--- src/rtl/spi_master_cfg.sv ---
// Configurable SPI master: all four CPOL/CPHA modes, programmable SCK divider,
// NUM_CS active-low selects and MSB/LSB-first shifting, config latched per transfer.
module spi_master_cfg #(
  parameter int WORD_SIZE = 16,
  parameter int NUM_CS = 2,
  parameter int DIV_BITS = 8,
  localparam int CS_W = (NUM_CS > 1) ? $clog2(NUM_CS) : 1
) (
  input  logic                 i_clk,
  input  logic                 i_rst,
  output logic                 o_sck,
  output logic [NUM_CS-1:0]    o_sce,
  output logic                 o_sout,
  input  logic                 i_sin,
  input  logic                 i_ena,
  input  logic [CS_W-1:0]      i_cs,
  input  logic                 i_cpol,
  input  logic                 i_cpha,
  input  logic                 i_lsb_first,
  input  logic [DIV_BITS-1:0]  i_div,
  input  logic [WORD_SIZE-1:0] i_win,
  output logic [WORD_SIZE-1:0] o_wout,
  output logic                 o_wstb,
  output logic                 o_busy,
  output logic [1:0]           o_state
);

  // Handshake: i_ena is a level request sampled only in IDLE; o_wstb marks
  // o_wout valid for exactly one cycle, the first cycle with o_busy low.

  localparam int EC_W = $clog2(2 * WORD_SIZE);
  localparam logic [EC_W-1:0] LAST_EDGE = EC_W'(2 * WORD_SIZE - 1);

  typedef enum logic [1:0] {S_IDLE, S_SETUP, S_SHIFT, S_HOLD} state_t;

  state_t               state, state_n;
  logic [DIV_BITS-1:0]  cnt;
  logic                 tick;

  logic [WORD_SIZE-1:0] tx_sr, tx_d, rx_sr, rx_d, tx_adv;
  logic [EC_W-1:0]      edge_cnt, edge_d;
  logic [CS_W-1:0]      cs_l, cs_d;
  logic                 cpol_l, cpol_d, cpha_l, cpha_d, lsb_l, lsb_d;
  logic [DIV_BITS-1:0]  div_l, div_d;
  logic                 lead, last;

  logic                 sck_d, sout_d, busy_d, wstb_d;
  logic [NUM_CS-1:0]    sce_d;
  logic [WORD_SIZE-1:0] wout_d;

  function automatic logic [NUM_CS-1:0] cs_decode(input logic [CS_W-1:0] idx);
    logic [NUM_CS-1:0] m;
    m = '1;
    for (int i = 0; i < NUM_CS; i++) begin
      if (idx == CS_W'(i)) m[i] = 1'b0;
    end
    return m;
  endfunction

  assign tick    = (cnt == div_l);
  assign lead    = ~edge_cnt[0];
  assign last    = (edge_cnt == LAST_EDGE);
  assign tx_adv  = lsb_l ? (tx_sr >> 1) : (tx_sr << 1);
  assign o_state = state;

  // State register; the divider restarts on every state entry.
  always_ff @(posedge i_clk) begin
    if (i_rst) begin
      state <= S_IDLE;
      cnt   <= '0;
    end else begin
      state <= state_n;
      if (state_n != state || tick || state == S_IDLE) cnt <= '0;
      else cnt <= cnt + 1'b1;
    end
  end

  always_comb begin
    state_n = state;
    case (state)
      S_IDLE:  if (i_ena) state_n = S_SETUP;
      S_SETUP: if (tick) state_n = S_SHIFT;
      S_SHIFT: if (tick && last) state_n = S_HOLD;
      S_HOLD:  if (tick) state_n = S_IDLE;
      default: state_n = S_IDLE;
    endcase
  end

  // Next values of all registered outputs and the shift datapath.
  always_comb begin
    sck_d  = o_sck;
    sce_d  = o_sce;
    sout_d = o_sout;
    busy_d = o_busy;
    wstb_d = 1'b0;
    wout_d = o_wout;
    tx_d   = tx_sr;
    rx_d   = rx_sr;
    edge_d = edge_cnt;
    cs_d   = cs_l;
    cpol_d = cpol_l;
    cpha_d = cpha_l;
    lsb_d  = lsb_l;
    div_d  = div_l;
    case (state)
      S_IDLE: begin
        sck_d  = i_cpol;
        sce_d  = '1;
        sout_d = 1'b0;
        busy_d = 1'b0;
        if (i_ena) begin
          tx_d   = i_win;
          rx_d   = '0;
          edge_d = '0;
          cs_d   = i_cs;
          cpol_d = i_cpol;
          cpha_d = i_cpha;
          lsb_d  = i_lsb_first;
          div_d  = i_div;
          sce_d  = cs_decode(i_cs);
          sout_d = i_lsb_first ? i_win[0] : i_win[WORD_SIZE-1];
          busy_d = 1'b1;
        end
      end
      S_SHIFT: begin
        if (tick) begin
          sck_d  = ~o_sck;
          edge_d = edge_cnt + 1'b1;
          if (lead ^ cpha_l) begin
            rx_d = lsb_l ? {i_sin, rx_sr[WORD_SIZE-1:1]} : {rx_sr[WORD_SIZE-2:0], i_sin};
          end
          // CPHA=1 re-drives the first bit on edge 0, so it advances only from edge 2 on.
          if (cpha_l ? (lead && edge_cnt != '0) : (!lead && !last)) begin
            tx_d   = tx_adv;
            sout_d = lsb_l ? tx_adv[0] : tx_adv[WORD_SIZE-1];
          end
        end
      end
      S_HOLD: begin
        if (tick) begin
          sck_d  = cpol_l;
          sce_d  = '1;
          sout_d = 1'b0;
          busy_d = 1'b0;
          wstb_d = 1'b1;
          wout_d = rx_sr;
        end
      end
      default: ;
    endcase
  end

  always_ff @(posedge i_clk) begin
    if (i_rst) begin
      o_sck    <= 1'b0;
      o_sce    <= '1;
      o_sout   <= 1'b0;
      o_busy   <= 1'b0;
      o_wstb   <= 1'b0;
      o_wout   <= '0;
      tx_sr    <= '0;
      rx_sr    <= '0;
      edge_cnt <= '0;
      cs_l     <= '0;
      cpol_l   <= 1'b0;
      cpha_l   <= 1'b0;
      lsb_l    <= 1'b0;
      div_l    <= '0;
    end else begin
      o_sck    <= sck_d;
      o_sce    <= sce_d;
      o_sout   <= sout_d;
      o_busy   <= busy_d;
      o_wstb   <= wstb_d;
      o_wout   <= wout_d;
      tx_sr    <= tx_d;
      rx_sr    <= rx_d;
      edge_cnt <= edge_d;
      cs_l     <= cs_d;
      cpol_l   <= cpol_d;
      cpha_l   <= cpha_d;
      lsb_l    <= lsb_d;
      div_l    <= div_d;
    end
  end

endmodule
--- config.mk ---
export PLATFORM = sky130hd
export DESIGN_NAME = spi_master_cfg
export DESIGN_NICKNAME = d
export VERILOG_FILES = /design/src/rtl/spi_master_cfg.sv
export SDC_FILE = /design/constraint.sdc
export NUM_CORES = 1
export LEC_CHECK = 0
export ABC_CLOCK_PERIOD_IN_PS = 2300
export CORE_UTILIZATION = 49
export DETAILED_ROUTE_END_ITERATION = 8
export PLACE_DENSITY = 0.88
export SLEW_MARGIN = 30
export SYNTH_ARGS = -nofsm -noshare
export SYNTH_HDL_FRONTEND = slang
export SYNTH_SLANG_ARGS = --single-unit
export TNS_END_PERCENT = 20
--- constraint.sdc ---
create_clock -name i_clk -period 2.3 [get_ports i_clk]
set_input_delay 0.46 -clock i_clk [delete_from_list [all_inputs] [get_ports i_clk]]
set_output_delay 0.46 -clock i_clk [all_outputs]
set_load 0.01 [all_outputs]
==> metrics.md <==
| Metric | Value |
|---|---|
| Status | `finished, final reports clean` |
| Leak Pwr | `1.69 nW` |
| GRT overflow | `0` |
| Cell variety after synth | `46` |
| Post-Syn Area | `0.00396 mm2` |
| Critical Path End Type | `flop` |
| Routed wirelength normalized by instance count | `15.2 um` |
| Drt via density | `5.78` |
| Synth Flop Type | `dfxtp_1` |
| Fmax | `0.450 GHz` |
| Power share of the clock group | `22.5%` |
| Crit Path Max Fanout | `16` |
| Commonest non-fill, non-tap cell in the layout | `dfxtp_1` |
| Yosys top cell by area | `dfxtp_1` |
| Final setup violation count | `0` |
| Core area | `0.00777 mm2` |
| EDFF count, synth | `0` |
| Post-Synth XOR/XNOR Area | `3.10%` |
| CP arrival | `2.48 ns` |
| Simple-gate share of the synthesized area | `20.0%` |
| Peak supply drop | `0.000438 V` |
| CTS tree | `done` |
| Gr usage total | `23.0%` |
| # DRC | `0` |
| N_diodes | `0` |
| CTS Buffer Depth | `2` |
| CTS Buf Count | `9` |
| Syn_area_per_cell | `8.47 um2` |
| Hold Fails Final Rpt | `0` |
| Root buffer cell | `clkbuf_8` |
| Via count | `3588` |
| Fin nets | `554` |
| Top-area cell type share of the netlist area | `40.5%` |
| First-pass GRT wire length | `15.7 mm` |
| Area after DPL | `0.00466 mm2` |
| Startpoint types | `flop` |
| Critical path cell sequence | `xor2_1 -> nor4_2 -> a21oi_2 -> or4_1 -> buf_4 -> o32ai_1` |
| Yosys warning count | `0` |
| Max-cap check violation count | `0` |
| Setup TNS | `0 ns` |
| Vias in the first global route | `3478` |
| Comb pwr share | `39.0%` |
| Worst Tran Pin Value | `0.496 ns` |
| Routed Antenna Nets | `0` |
| Clock Latency Late Sink | `0.35 ns` |
| Unrepaired setup endpoints after global routing | `no` |
| DP HPWL | `6.14 mm` |
| Ranking of synthesized cells by area | `dfxtp_1 40%, a21oi_1 8.5%, mux2i_1 8.1%, nand3_1 4.9%, o32ai_2 4.1%` |
| Setup WS post-layout | `0.0795 ns` |
| Drt first pass iters | `5` |
| Async SR Flop Fraction | `0%` |
| FF+latch count, synth | `80` |
| Final slew viol count | `0` |
| Number of top-level pins | `56` |
| Setup bufs post-CTS | `0` |
| Reg2Reg Setup Slack | `0.08 ns` |
| DIE HEIGHT | `91.9 um` |
| Mux cell area share after synthesis | `8.67%` |
| Hold_ws | `0.460 ns` |
| Largest stage delay, worst path | `0.52 ns` |
| Pint | `2.91 mW` |
| CP Class | `reg2reg` |
| Routability congestion estimate | `0.876` |
| Area growth from synthesis to layout | `23.0%` |
| Fin crit period | `2.22 ns` |
| Slew HR | `67.0%` |
| Pin count of the biggest net entering global routing | `89` |
| Sw frac | `37.5%` |
| Share of cells above drive strength 1 | `10.8%` |
| Seq/Total Area, Yosys | `40.5%` |
| Tcrit/Tclk final | `96.5%` |
| Worst clock skew | `0.00934 ns` |
| Critical-path top delay cell | `or4_1` |
| Max H-tree Level | `3` |
| Syn Inst Count | `467` |
| Post-Synth Adder-Cell Area | `2.53%` |
| Req. time, crit path | `2.56 ns` |
| Commonest non-fill, non-tap cells in the layout | `79 x dfxtp_1, 67 x a21oi_1, 54 x clkdlybuf4s50_1` |
| Initial Util | `50.9%` |
| Die Wd | `91.9 um` |
| WL final | `9.43 mm` |
| FILL cells | `636` |
| PortBufs | `55` |
| Hold Path Class | `reg2reg` |
| Clk slew on worst S/H paths | `0.08 ns` |
| Largest family of logic cells by synthesized area | `compound AO/OA/AOI/OAI gates` |
| P_sw | `1.75 mW` |
| Initial antenna violation count | `0` |
| Final Power | `4.66 mW` |
| Synth Area in Compound Gates | `20.3%` |
| Synthesized Nets | `507` |
| Post-route cell area | `0.00486 mm2` |
| Number of DRC markers in iteration 0 | `173` |
| Clock sinks | `80` |
| Rows | `32` |
| Die Area | `0.00844 mm2` |
| Reg power frac | `38.5%` |
| Hold_buf cts | `0` |
| PwrDens | `958 mW/mm2` |
| Setup Slack @ Placement | `0.0271 ns` |
-- repair_timing --
item,in CTS,in global routing
hold endpoints to repair,0,0
endpoints found under the setup margin,0,5
gates resized for setup,0,1
-- path summary, 6_finish.rpt --
check	startpoint	end	depth (start not counted)
setup / recovery	cnt[0]	rx_sr[3]	6
hold / removal	o_wout[7]	o_wout[7]	2
setup reg to reg	cnt[0]	rx_sr[3]	6
hold reg to reg	o_wout[7]	o_wout[7]	2
-- state kept, by name, indices dropped and copies added, names as in the netlist, 2 cells and up --
register	count
o_wout	16
rx_sr	16
tx_sr	16
cnt	8
div_l	8
edge_cnt	5
o_sce	2
o_state	2
-- cell families after synthesis --
group | count (synthesis)
AOI/OAI and AO/OA | 122
xor gates and xnor gates | 14
adders and majority gates | 8
buffers and inverters | 49
DFF | 80
muxes | 34
and+or+nand+nor | 160
-- worst max-delay path, delay by kind of cell (launching register included) --
kind,cells,cell delay (ns)
xor gates and xnor gates,1,0.11
AOI/OAI and AO/OA,2,0.41
and+or+nand+nor,2,0.94
buffers and inverters,1,0.22
DFF,1,0.43
-- cell usage after synthesis, drive strengths merged, types with 2 or more instances --
library cell,count
o32ai,17
a21o,4
dfxtp,80
a31oi,2
nor4,3
or2,2
mux2i,32
or4,3
nand2,42
nor4b,2
o21ai,19
nand2b,22
clkbuf,32
ha,8
nand3,39
buf,8
nor2,30
nand4,3
and2,2
and3,3
o31ai,2
nor3,4
inv,9
a21oi,68
mux2,2
nor2b,3
xor2,13
-- stage by stage --
step	instances	utilization [%]
after floorplan	467	-
after global routing	621	62.6
after detailed placement	605	60.0
after CTS	621	62.5
after global placement	605	60.0
final	621	62.6
-- power groups by stage --
stage | Combinational, mW | Clock (mW) | Sequential [mW]
after floorplan | 1.20 | 0 | 1.78
after global placement | 1.70 | 0 | 1.81
after detailed placement | 1.78 | 0 | 1.82
after CTS | 1.80 | 1.06 | 1.79
after global routing | 1.99 | 1.11 | 1.82
final | 1.82 | 1.05 | 1.79
-- metal layers --
metal,part of all wire (%),global-route usage [%],vias up,routed length (um)
met3,5.2,5.22,11,486
met4,1.1,8.20,0,99
met2,51,40.4,88,4800
met1,43,27.3,1732,4040
met5,0,0,-,0
li1,-,-,1757,-
-- layout make-up --
class                      instances  area [um2]  area share (%)
timing repair buffer              76         728            15.0
tap                              102         128            2.62
sequential                        80        1600            32.9
clock buffer                      11         141            2.91
multi-input combinational        338        2170            44.7
clock inverter                     5        56.3            1.16
inverter                           9        33.8           0.694
No activity file was read; power rests on OpenSTA's default activity.
